File: src/rtl/rv32i_encoder.sv
// Streaming RV32I instruction encoder: packs instruction fields into a 32-bit word,
// checks immediate ranges, and queues words with their target address for instruction memory.
module rv32i_encoder #(
    parameter int DEPTH  = 4,
    parameter int ADDR_W = 10
) (
    input  logic                     clk,
    input  logic                     rst_n,
    input  logic                     in_valid,
    output logic                     in_ready,
    input  logic [2:0]               fmt,
    input  logic [6:0]               opcode,
    input  logic [2:0]               funct3,
    input  logic [6:0]               funct7,
    input  logic [4:0]               rd,
    input  logic [4:0]               rs1,
    input  logic [4:0]               rs2,
    input  logic [31:0]              imm,
    input  logic                     base_load,
    input  logic [ADDR_W-1:0]        base_addr,
    input  logic                     flush,
    output logic                     out_valid,
    input  logic                     out_ready,
    output logic [31:0]              out_inst,
    output logic [ADDR_W-1:0]        out_addr,
    output logic                     out_err,
    output logic [$clog2(DEPTH):0]   level,
    output logic [7:0]               err_count
);

    localparam int PTR_W = $clog2(DEPTH);
    localparam int LVL_W = PTR_W + 1;
    localparam logic [LVL_W-1:0] DEPTH_L = LVL_W'(DEPTH);

    // True when v is representable as a two's-complement number of the given width.
    function automatic logic fits_signed(input logic [31:0] v, input int bits);
        logic signed [31:0] sv;
        logic signed [31:0] hi;
        sv = v;
        hi = sv >>> (bits - 1);
        return (hi == '0) || (hi == '1);
    endfunction

    function automatic logic [7:0] sat_inc(input logic [7:0] v);
        return (v == 8'hFF) ? v : v + 8'd1;
    endfunction

    logic                 w_is_shift;
    logic [31:0]          w_inst;
    logic                 w_err;
    logic                 w_push;
    logic                 w_pop;
    logic [ADDR_W-1:0]    w_entry_addr;

    logic [31:0]          r_mem_inst [DEPTH];
    logic [ADDR_W-1:0]    r_mem_addr [DEPTH];
    logic                 r_mem_err  [DEPTH];
    logic [PTR_W-1:0]     r_wr_ptr;
    logic [PTR_W-1:0]     r_rd_ptr;
    logic [LVL_W-1:0]     r_level;
    logic [ADDR_W-1:0]    r_addr_cnt;
    logic [7:0]           r_err_count;

    assign w_is_shift = (opcode == 7'b0010011) && ((funct3 == 3'b001) || (funct3 == 3'b101));

    always_comb begin
        w_inst = 32'h0000_0013;
        w_err  = 1'b0;
        case (fmt)
            3'd0: w_inst = {funct7, rs2, rs1, funct3, rd, opcode};
            3'd1: begin
                if (w_is_shift) begin
                    w_inst = {funct7, imm[4:0], rs1, funct3, rd, opcode};
                    w_err  = |imm[31:5];
                end else begin
                    w_inst = {imm[11:0], rs1, funct3, rd, opcode};
                    w_err  = !fits_signed(imm, 12);
                end
            end
            3'd2: begin
                w_inst = {imm[11:5], rs2, rs1, funct3, imm[4:0], opcode};
                w_err  = !fits_signed(imm, 12);
            end
            3'd3: begin
                w_inst = {imm[12], imm[10:5], rs2, rs1, funct3, imm[4:1], imm[11], opcode};
                w_err  = imm[0] || !fits_signed(imm, 13);
            end
            3'd4: begin
                w_inst = {imm[31:12], rd, opcode};
                w_err  = |imm[11:0];
            end
            3'd5: begin
                w_inst = {imm[20], imm[10:1], imm[11], imm[19:12], rd, opcode};
                w_err  = imm[0] || !fits_signed(imm, 21);
            end
            default: begin
                w_inst = 32'h0000_0013;
                w_err  = 1'b1;
            end
        endcase
    end

    assign in_ready     = (r_level < DEPTH_L);
    assign out_valid    = (r_level != '0);
    assign w_push       = in_valid && in_ready && !flush;
    assign w_pop        = out_valid && out_ready && !flush;
    assign w_entry_addr = base_load ? base_addr : r_addr_cnt;

    assign out_inst  = out_valid ? r_mem_inst[r_rd_ptr] : 32'h0;
    assign out_addr  = out_valid ? r_mem_addr[r_rd_ptr] : '0;
    assign out_err   = out_valid ? r_mem_err[r_rd_ptr]  : 1'b0;
    assign level     = r_level;
    assign err_count = r_err_count;

    // Storage holds data only; validity is tracked by the pointers and level.
    always_ff @(posedge clk) begin
        if (w_push) begin
            r_mem_inst[r_wr_ptr] <= w_inst;
            r_mem_addr[r_wr_ptr] <= w_entry_addr;
            r_mem_err[r_wr_ptr]  <= w_err;
        end
    end

    always_ff @(posedge clk or negedge rst_n) begin
        if (!rst_n) begin
            r_wr_ptr    <= '0;
            r_rd_ptr    <= '0;
            r_level     <= '0;
            r_addr_cnt  <= '0;
            r_err_count <= '0;
        end else begin
            if (flush) begin
                r_wr_ptr <= '0;
                r_rd_ptr <= '0;
                r_level  <= '0;
            end else begin
                if (w_push) r_wr_ptr <= r_wr_ptr + PTR_W'(1);
                if (w_pop)  r_rd_ptr <= r_rd_ptr + PTR_W'(1);
                case ({w_push, w_pop})
                    2'b10:   r_level <= r_level + LVL_W'(1);
                    2'b01:   r_level <= r_level - LVL_W'(1);
                    default: r_level <= r_level;
                endcase
            end

            // A loaded base applies to the word pushed in the same cycle.
            if (w_push)         r_addr_cnt <= w_entry_addr + ADDR_W'(1);
            else if (base_load) r_addr_cnt <= base_addr;

            if (w_push && w_err) r_err_count <= sat_inc(r_err_count);
        end
    end

endmodule

File: config.mk
export PLATFORM = sky130hd
export DESIGN_NAME = rv32i_encoder
export DESIGN_NICKNAME = d
export VERILOG_FILES = /design/src/rtl/rv32i_encoder.sv
export SDC_FILE = /design/constraint.sdc
export NUM_CORES = 1
export LEC_CHECK = 0
export ABC_AREA = 0
export ABC_CLOCK_PERIOD_IN_PS = 3400
export CAP_MARGIN = 15
export CORE_UTILIZATION = 54
export DETAILED_ROUTE_END_ITERATION = 6
export PLACE_DENSITY = 0.78
export SLEW_MARGIN = 25
export SYNTH_ARGS = -nofsm -noshare
export SYNTH_HDL_FRONTEND = slang
export SYNTH_SLANG_ARGS = --single-unit
File: constraint.sdc
create_clock -name clk -period 3.4 [get_ports clk]
set_input_delay 0.51 -clock clk [delete_from_list [all_inputs] [get_ports clk]]
set_output_delay 0.51 -clock clk [all_outputs]
set_load 0.05 [all_outputs]
==> impl_metrics.env <==
export IMPL_status="complete, no violations"
export IMPL_vias_per_cell=5.689
export IMPL_synth_top_cell_area_share=0.5978
export IMPL_avgRoutedWirePerCell_um=19.80
export IMPL_reg2reg_to="level[2]"
export IMPL_p_clk_frac=0.241
export IMPL_final_cell_mix="edfxtp_1, clkdlybuf4s50_1, and2_1, mux4_2, buf_4"
export IMPL_period_share=0.9276
export IMPL_finalCriticalPeriod_ns=3.154
export IMPL_grt_max_degree=47
export IMPL_p_sw_frac=0.3637
export IMPL_async_flop_share=0.1269
export IMPL_skew_ns=0.01026
export IMPL_clk_pin_slew_worst_paths_ns=0.07
export IMPL_path_class="reg -> out"
export IMPL_cts_tree="built"
export IMPL_portBuffers=138
export IMPL_syn_to_final_growth_pct=27.14
export IMPL_htree_levels=4
export IMPL_postCtsResizedCells=0
export IMPL_path_max_fanout=8
export IMPL_wirelength_um=18200
export IMPL_synth_edff_count=172
export IMPL_wl_met1_um=7260
export IMPL_grt_pass1_wl_um=28790
export IMPL_leakage_nw=3.818
export IMPL_rsz0062_at_grt="false"
export IMPL_final_hold_viol_count=0
export IMPL_fp_dieW_um=128.5
export IMPL_power_share_combinational=0.404
export IMPL_p_int_mw=5.329
export IMPL_drtPass1Iterations=5
export IMPL_final_common_cell="edfxtp_1"
export IMPL_setup_tns_ns=0
export IMPL_antenna_found_initial=0
export IMPL_reg2reg_slack_ns=0.83
export IMPL_root_buffer="clkbuf_16"
export IMPL_antenna_cells=0
export IMPL_coreArea_um2=15430
export IMPL_fin_util=0.7120
export IMPL_first_global_vias=5539
export IMPL_met2RoutedLength_um=9632
export IMPL_syn_area_um2=8640
export IMPL_worst_pin_slew_ns=0.5934
export IMPL_stdcell_count=919
export IMPL_synth_main_ff_cell="edfxtp_1"
export IMPL_dp_cells=887
export IMPL_hold_path_class="in -> async"
export IMPL_setup_violations=0
export IMPL_synth_fp_nets=632
export IMPL_p_seq_frac=0.356
export IMPL_grt_usage=0.2371
export IMPL_r2r_worst_path_cells=9
export IMPL_p_per_area_nw_per_um2=762.5
export IMPL_dieArea_um2=16510
export IMPL_clock_latency_ns=0.43
export IMPL_ios=139
export IMPL_place_area_um2=10360
export IMPL_via_count=5228
export IMPL_wl_met3_um=847
export IMPL_ant_nets=0
export IMPL_synth_seq_cells=197
export IMPL_hpwlAfterDp_um=12400
export IMPL_post_cts_setup_buffers=0
export IMPL_drc=0
export IMPL_fmax_mhz=317.1
export IMPL_finalMaxSlewViolations=0
export IMPL_cp_start_kind="flop"
export IMPL_maxSlewHeadroom=0.6032
export IMPL_peakVddDrop_v=0.0004886
export IMPL_whs_ns=0.4421
export IMPL_highest_layer="met4"
export IMPL_start_util=0.5600
export IMPL_max_cap_violations=0
export IMPL_grt_overflow=0
export IMPL_required_ns=2.89
export IMPL_fin_nets=785
export IMPL_num_rows=45
export IMPL_drive_above_1_share=0.1780
export IMPL_yosys_top_cells_area="edfxtp_1, mux4_2, dfrtp_1"
export IMPL_reg2reg_from="level[2]"
export IMPL_yosysUniqueCellTypes=48
export IMPL_critPathArrivalTime_ns=2.64
export IMPL_ys_warn_count=0
export IMPL_synth_seq_area_share=0.6702
export IMPL_cp_end_kind="output pin"
export IMPL_cts_buffers_inserted=17
export IMPL_die_h_um=128.5
export IMPL_drt_initial_drc_count=374
export IMPL_postSynthAreaPerCell_um2=15.94
export IMPL_synth_area_leader_cell="edfxtp_1"
export IMPL_gp_congestion=0.9178
export IMPL_cts_sinks=197
export IMPL_syn_inst=542
export IMPL_ctsLongestPathBuffers=2
export IMPL_final_area_um2=10980
export IMPL_hold_buffers=0
export IMPL_p_sw_mw=3.046
## cells by family (layout without fill, tap and decap cells)
group | after synthesis | after routing | share of synthesized area
AOI/OAI and AO/OA | 45 | 45 | 0.03476
DFF | 197 | 197 | 0.6702
and+or+nand+nor | 160 | 160 | 0.1066
xor gates and xnor gates | 20 | 20 | 0.02028
adders and majority gates | 7 | 7 | 0.01101
buffers and inverters | 53 | 219 | 0.02361
muxes | 60 | 60 | 0.1335
## synthesized netlist by cell type, types with 5 or more instances
| master | n |
|---|---|
| a21oi_1 | 6 |
| a222oi_1 | 6 |
| a22oi_1 | 6 |
| and2_1 | 51 |
| clkbuf_1 | 19 |
| dfrtp_1 | 25 |
| edfxtp_1 | 172 |
| ha_1 | 6 |
| inv_1 | 24 |
| mux2_2 | 5 |
| mux2i_1 | 8 |
| mux4_2 | 43 |
| nand2_1 | 26 |
| nand2b_1 | 7 |
| nand3_1 | 11 |
| nand4_1 | 12 |
| nor2_1 | 20 |
| nor2b_1 | 10 |
| nor4_1 | 5 |
| o21ai_0 | 8 |
| o21ai_1 | 11 |
| xnor2_1 | 15 |
| xor2_1 | 5 |
## power by group through the flow
stage	Clock (mW)	Combinational (mW)	Sequential (mW)
after floorplan	0	2.18	3.11
after global placement	0	3.37	3.01
after detailed placement	0	3.41	3.03
after CTS	2.05	3.42	2.98
after global routing	2.13	3.58	3.00
final	2.02	3.38	2.98
## critical path, stage by stage, from the launching register on
cell             delay [ns]
dfrtp_2                0.53
buf_4                  0.27
mux4_2                 0.51
and2_1                 0.19
clkdlybuf4s50_1        0.71
## registers in the layout, indices dropped and copies added (netlist names)
register	flops
level	3
r_mem_addr	40
r_addr_cnt	10
r_rd_ptr	2
r_mem_err	4
r_mem_inst	128
err_count	8
r_wr_ptr	2
## worst max path at each step
stage	from	end
after floorplan	level[2]	r_mem_addr[1][0]
after global placement	opcode[4]	err_count[1]
after detailed placement	opcode[4]	err_count[1]
after CTS	r_rd_ptr[0]	out_inst[30]
after global routing	r_rd_ptr[0]	out_inst[30]
final	r_rd_ptr[0]	out_inst[30]
## metrics by stage
step	power (mW)	setup slack, ns
4_1_cts	8.449	0.1974
6_report	8.376	0.2463
5_1_grt	8.701	0.1542
3_3_place_gp	6.387	0.3926
2_1_floorplan	5.282	0.4329
3_5_place_dp	6.431	0.3160
## layer usage
metal | global-route usage | vias to the layer above
li1 | - | 2377
met2 | 0.4079 | 151
met3 | 0.04116 | 44
met1 | 0.2955 | 2656
met4 | 0.1093 | 0
met5 | 0 | -
## area by class of cell
cell class	instances	area, um2
clock buffer	25	571.8
clock inverter	7	47.55
fill	1003	4443
inverter	27	101.3
multi-input combinational	292	2650
sequential	197	5793
tap	211	264.0
timing repair buffer	160	1556
No activity file was read; power rests on OpenSTA's default activity.
